File: src/rtl/fifo_sync_stream_reader.sv
// Prefetching read-side adapter: drains a synchronous FIFO (1-cycle read latency)
// into a small circular buffer and presents the words as a valid/ready stream.
module fifo_sync_stream_reader #(
  parameter int unsigned DATA_W = 32,
  parameter int unsigned DEPTH  = 3,
  parameter int unsigned CNT_W  = $clog2(DEPTH + 1)
) (
  input  logic              ap_clk,
  input  logic              ap_rst_n,
  input  logic              flush,
  output logic              fifo_r_en,
  input  logic [DATA_W-1:0] fifo_r_data,
  input  logic              fifo_r_empty,
  output logic              m_valid,
  input  logic              m_ready,
  output logic [DATA_W-1:0] m_data,
  output logic [CNT_W-1:0]  occupancy
);

  localparam int unsigned PTR_W = (DEPTH > 1) ? $clog2(DEPTH) : 1;
  localparam int unsigned SUM_W = CNT_W + 1;

  logic [CNT_W-1:0]  count_q, count_d;
  logic              inflight_q, inflight_d;
  logic [PTR_W-1:0]  wr_ptr_q, wr_ptr_d;
  logic [PTR_W-1:0]  rd_ptr_q, rd_ptr_d;
  logic [DATA_W-1:0] buf_q [DEPTH];

  logic [SUM_W-1:0]  pending;
  logic              issue_ok;
  logic              acc;
  logic              push;
  logic              pop;

  function automatic logic [PTR_W-1:0] ptr_inc(input logic [PTR_W-1:0] p);
    return (p == PTR_W'(DEPTH - 1)) ? '0 : p + PTR_W'(1);
  endfunction

  // Issue decision uses registered state only, so m_ready never reaches fifo_r_en.
  assign pending   = SUM_W'(count_q) + SUM_W'(inflight_q);
  assign issue_ok  = (pending < SUM_W'(DEPTH));
  assign fifo_r_en = ap_rst_n & ~fifo_r_empty & ~flush & issue_ok;
  assign acc       = fifo_r_en & ~fifo_r_empty;

  // A return or a pop coinciding with flush is dropped.
  assign push = inflight_q & ~flush;
  assign pop  = m_valid & m_ready & ~flush;

  assign m_valid   = (count_q != '0);
  assign m_data    = buf_q[rd_ptr_q];
  assign occupancy = count_q + CNT_W'(inflight_q);

  always_comb begin
    count_d    = count_q;
    inflight_d = inflight_q;
    wr_ptr_d   = wr_ptr_q;
    rd_ptr_d   = rd_ptr_q;
    if (flush) begin
      count_d    = '0;
      inflight_d = 1'b0;
      wr_ptr_d   = '0;
      rd_ptr_d   = '0;
    end else begin
      inflight_d = acc;
      if (push) wr_ptr_d = ptr_inc(wr_ptr_q);
      if (pop)  rd_ptr_d = ptr_inc(rd_ptr_q);
      count_d = count_q + CNT_W'(push) - CNT_W'(pop);
    end
  end

  always_ff @(posedge ap_clk or negedge ap_rst_n) begin
    if (!ap_rst_n) begin
      count_q    <= '0;
      inflight_q <= 1'b0;
      wr_ptr_q   <= '0;
      rd_ptr_q   <= '0;
    end else begin
      count_q    <= count_d;
      inflight_q <= inflight_d;
      wr_ptr_q   <= wr_ptr_d;
      rd_ptr_q   <= rd_ptr_d;
    end
  end

  // Payload storage needs no reset; m_valid qualifies it.
  always_ff @(posedge ap_clk) begin
    if (push) buf_q[wr_ptr_q] <= fifo_r_data;
  end

endmodule
File: config.mk
export PLATFORM = sky130hd
export DESIGN_NAME = fifo_sync_stream_reader
export DESIGN_NICKNAME = d
export VERILOG_FILES = /design/src/rtl/fifo_sync_stream_reader.sv
export SDC_FILE = /design/constraint.sdc
export NUM_CORES = 1
export LEC_CHECK = 0
export ABC_CLOCK_PERIOD_IN_PS = 4330
export CAP_MARGIN = 5
export CORE_MARGIN = 3
export CORE_UTILIZATION = 52
export DETAILED_ROUTE_END_ITERATION = 12
export HOLD_SLACK_MARGIN = 0.1
export PLACE_DENSITY = 0.83
export REMOVE_ABC_BUFFERS = 1
export SLEW_MARGIN = 20
export SYNTH_ARGS = -nofsm -noshare
export SYNTH_HDL_FRONTEND = slang
export SYNTH_SLANG_ARGS = --single-unit
File: constraint.sdc
create_clock -name ap_clk -period 4.33 [get_ports ap_clk]
set_input_delay 0.866 -clock ap_clk [delete_from_list [all_inputs] [get_ports ap_clk]]
set_output_delay 0.866 -clock ap_clk [all_outputs]
set_load 0.005 [all_outputs]
# ---- Word level (Yosys, flattened, before mapping)
# Memories as Yosys holds them, arrays and structs flattened.
# Cells that the tools add are included.
dict set report totals {
  input_bits 37
  mem_count 1
  ram_bits 96
  wordCells 36
  output_inout_bits 36
  ff_bits 7
}
# memory depth word_bits read_ports rd_clocked_by_memory_dff write_ports line
set mem_list {}
lappend mem_list {buf_q 3 32 1 0 1 27} ;# logic [DATA_W-1:0] buf_q [DEPTH];
dict set report op_classes {
  muxes 10
  n_addsub 6
  n_reduce_logical 3
  n_bitwise 9
  order_cmp 1
  eq_ne 2
}
# op count
set op_table {}
lappend op_table {{2-bit 2-to-1 mux} 7}
lappend op_table {{1-bit AND} 7}
lappend op_table {{2-bit nonzero test} 3}
lappend op_table {{2-bit by 1-bit adder with 2-bit output} 2}
lappend op_table {{2-bit by 1-bit adder with 2-bit output, second input constant} 2}
lappend op_table {{2-bit equality test, second input constant} 2}
lappend op_table {{2-bit by 1-bit adder with 3-bit output} 1}
lappend op_table {{3-bit by 2-bit < comparator with 1-bit output, second input constant} 1}
lappend op_table {{1-bit 2-to-1 mux} 3}
lappend op_table {{1-bit NOT} 2}
lappend op_table {{2-bit by 1-bit subtractor with 2-bit output} 1}

# ---- Logic depth before layout (Yosys ltp)
dict set report depth {
  ltp_word 6
  mapped_depth 7
  depth_no_buf 7
}

# ---- Least setup slack after synthesis
# No wires, ideal clock.
dict set report synth_path {
  path_type {input-to-reg}
  start {in flush}
  end {mem buf_q[1][0] (enable)}
  stages 3
  required_time_ns 3.862
  arrival_time_ns 3.624
  setup_time_ns 0.468
  setup_slack_ns 0.238
  n_path_buf 1
  cell_sequence {buf_2 -> nand2b_1 -> nor3b_1}
}
dict set report synth_between {
  elab_chain_len 4
}
# item line
set synth_rtl {}
lappend synth_rtl {{start: declaration} 10} ;# input logic flush,
lappend synth_rtl {{1-bit NOT} 46} ;# assign push = inflight_q & ~flush;
lappend synth_rtl {{1-bit AND} 46}
lappend synth_rtl {{1-bit 2-to-1 mux} 87} ;# if (push) buf_q[wr_ptr_q] <= fifo_r_data;
lappend synth_rtl {{1-bit 2-to-1 mux (not written as such)} 87}
lappend synth_rtl {{end: declaration} 27}
# No other way between the ends.

# ---- Worst setup path after layout
dict set report layout_path {
  start {in ap_rst_n}
  end {out fifo_r_en}
}
dict set report layout_between {
  elab_chain_len 3
}
# item line
set layout_rtl {}
lappend layout_rtl {{start: declaration} 9} ;# input logic ap_rst_n,
lappend layout_rtl {{1-bit AND (3 in a row)} 42} ;# assign fifo_r_en = ap_rst_n & ~fifo_r_empty & ~flush & issue_ok;
lappend layout_rtl {{end: declaration} 11} ;# output logic fifo_r_en,
# No other way between the ends.

==> flow_summary.yaml <==
clock_network:
  cts_tree: "done"
  insertion_delay_ns: 0.35
  clk_pin_slew_ns: 0.09
  cts_max_path_buffers: 2
  cts.sinks: 103
  cts_made_buffers: 9
  cts_root_buf: "clkbuf_8"
  htree_levels: 3
  cts.repair.resized: 0
  cts_setup_buffers: 0
  holdBufCountCts: 0
grt:
  grt_pass1_wl_microns: 10270
  grt_max_degree: 68
  antenna_found_initial: 0
  grt_pass1_vias: 2209
  grt_overflow: 0
  grt_use_total_pct: 15.65
sta:
  fin_worst_skew_ns: 0.007642
  tightest_slew_ns: 1.056
  timing.hold.ws_ns: 0.6340
  layout_min_cycle_time_ns: 3.579
  finalCritPeriodShare_pct: 82.65
  finalSetupViolations: 0
  setup_tns_ns: 0
  rsz0062_at_grt: "false"
  fmaxAchievable_mhz: 279.4
  hold_viol: 0
  max-slew-margin-rel_pct: 29.57
  maxSlewViolCount: 0
floorplanning:
  die-area_sq_um: 8732
  io-pin-count: 73
  chipHeight_microns: 93.45
  rows: 31
  die_w_microns: 93.45
  start_util_pct: 54.24
  core-area_sq_um: 7331
synthesis:
  yosys.area.top_type: "edfxtp_1"
  syn_area_sq_um: 3976
  synth_top_area_share_pct: 72.50
  synth_cells: 241
  ys_ff_latch: 103
  yosysWarnings: 0
  seq_area_frac_synth_pct: 76.90
  avgSynthCellArea_sq_um: 16.50
  synth.distinct_cells: 25
  synth_area_leaders: "edfxtp_1 72%, mux2i_1 8.3%, dfrtp_1 4.4%, o21ai_1 3.8%, nand2_1 3.0%"
power_and_ir_drop:
  power.density_nw_per_um2: 355.2
  ir_drop_v: 0.0002153
  leakagePower_nw: 1.593
  p_total_mw: 1.771
route:
  wirelength_microns: 6578
  drc: 0
  drt_iter0_markers: 83
  ant_nets: 0
  via_count: 2174
  drt-vias-per-instance: 5.152
  first_pass_iters: 4
  wl_per_cell_microns: 15.59
critical_path:
  path_class: "input pin to output pin"
  crit_family: "buffers and inverters"
  start_kind: "input pin"
  crit_fanout: 8
  critPathMostFrequentCell: "clkdlybuf4s50_1"
  path_buf_inv: 2
  required_ns: 3.46
  worstReg2RegEnd: "rd_ptr_q[1]"
  crit_chain: "clkdlybuf4s50_1 -> or4b_1 -> a21oi_1 -> clkdlybuf4s50_1"
  r2r.worst_path.cells: 2
  crit_arrival_ns: 2.71
  cp_slowest_stage_delay_ns: 0.67
  crit_slowest_cell: "clkdlybuf4s50_1"
  endpoint_kind: "output pin"
  r2r_start: "rd_ptr_q[0]"
  reg2reg_slack_ns: 2.62
layout:
  nets: 359
  final_cell_mix: "96 x edfxtp_1, 72 x clkdlybuf4s50_1, 33 x mux2i_1"
  multi_input_area_sq_um: 850.8
  n_antenna_cell: 0
  fill_cells: 505
  layout_commonest_cell: "edfxtp_1"
  layout-drive-gt1-share_pct: 8.978
  final_cells: 422
  final_util_pct: 68.02
  regArea_sq_um: 3063
  area_delta_synth_final_pct: 25.39
placed_design:
  place_congestion: 0.7209
  dp_cells: 406
  dp_hpwl_microns: 4220
  port_buffers: 72
run:
  cap_violations: 0
worst_hold_path:
  hold_start: "inflight_q"
  holdPathEnd: "wr_ptr_q[1]"
  hold_depth: 2
  hold_path.class: "flip-flop to flip-flop"
outcome:
  status: "finished clean"
==> final cells by class <==
class,instances,share of cell area [%]
inverter,1,0.07528
clock inverter,7,1.104
multi-input combinational,125,17.06
sequential,103,61.43
tap,99,2.484
timing repair buffer,78,15.36
clock buffer,9,2.484
==> cells by family (layout without fill, tap and decap cells) <==
| family | after synthesis | after routing | share of synthesized area, % |
|---|---|---|---|
| fa+ha+maj | 4 | 4 | 1.259 |
| mux | 34 | 34 | 8.590 |
| flops | 103 | 103 | 76.90 |
| compound gates | 37 | 37 | 4.720 |
| xor+xnor | 1 | 1 | 0.5664 |
| simple gates | 49 | 49 | 5.884 |
| buf+inv | 13 | 95 | 2.077 |
==> per-stage QoR <==
| step | area, sq um | worst slack (ns) |
|---|---|---|
| 4_1_cts | 4984 | 0.7119 |
| 3_3_place_gp | 4805 | 0.7806 |
| 2_1_floorplan | 3897 | 0.3981 |
| 5_1_grt | 4986 | 0.6334 |
| 3_5_place_dp | 4805 | 0.7111 |
| 6_report | 4986 | 0.7511 |
==> power by group <==
group	switching (mW)	internal, mW
clock network	0.317	0.215
registers	0.0163	1.10
logic	0.0414	0.0850
total	0.375	1.40
==> cells in the mapped netlist (all sizes together) <==
library cell  number
or2                1
o21ai             32
nor2b              3
o21a               1
nand3b             1
mux2i             33
or3b               2
nand2b             4
inv                1
edfxtp            96
nand2             32
a21oi              4
or4b               1
mux2               1
nor3b              2
ha                 4
xnor3              1
nor3               2
buf               10
clkbuf             2
dfrtp              7
nor2               1
==> layer usage <==
layer / up-vias / GRT usage (%) / wire (microns)
li1: 1056 / - / -
met1: 1054 / 18.07 / 2634
met2: 53 / 27.81 / 3531
met3: 11 / 3.298 / 276
met4: 0 / 7.082 / 136
met5: - / 0 / 0
==> state kept, by name (all words and copies together), names as in the netlist <==
signal / flops
wr_ptr_q: 2
buf_q: 96
rd_ptr_q: 2
inflight_q: 1
count_q: 2
==> worst max path at each step <==
stage | slack [ns] | end | depth (start not counted) | startpoint
2_1_floorplan | 0.40 | buf_q[1][0] | 2 | flush
3_3_place_gp | 0.78 | fifo_r_en | 4 | ap_rst_n
3_5_place_dp | 0.71 | fifo_r_en | 4 | ap_rst_n
4_1_cts | 0.71 | fifo_r_en | 4 | ap_rst_n
5_1_grt | 0.63 | fifo_r_en | 4 | ap_rst_n
6_report | 0.75 | fifo_r_en | 4 | ap_rst_n
==> worst reg2reg max path, cell delays in order, from the launching register on <==
cell	delay (ns)
dfrtp_2	1.07
or3b_1	0.42
mux2i_1	0.14
(Power assumes the default switching activity.)
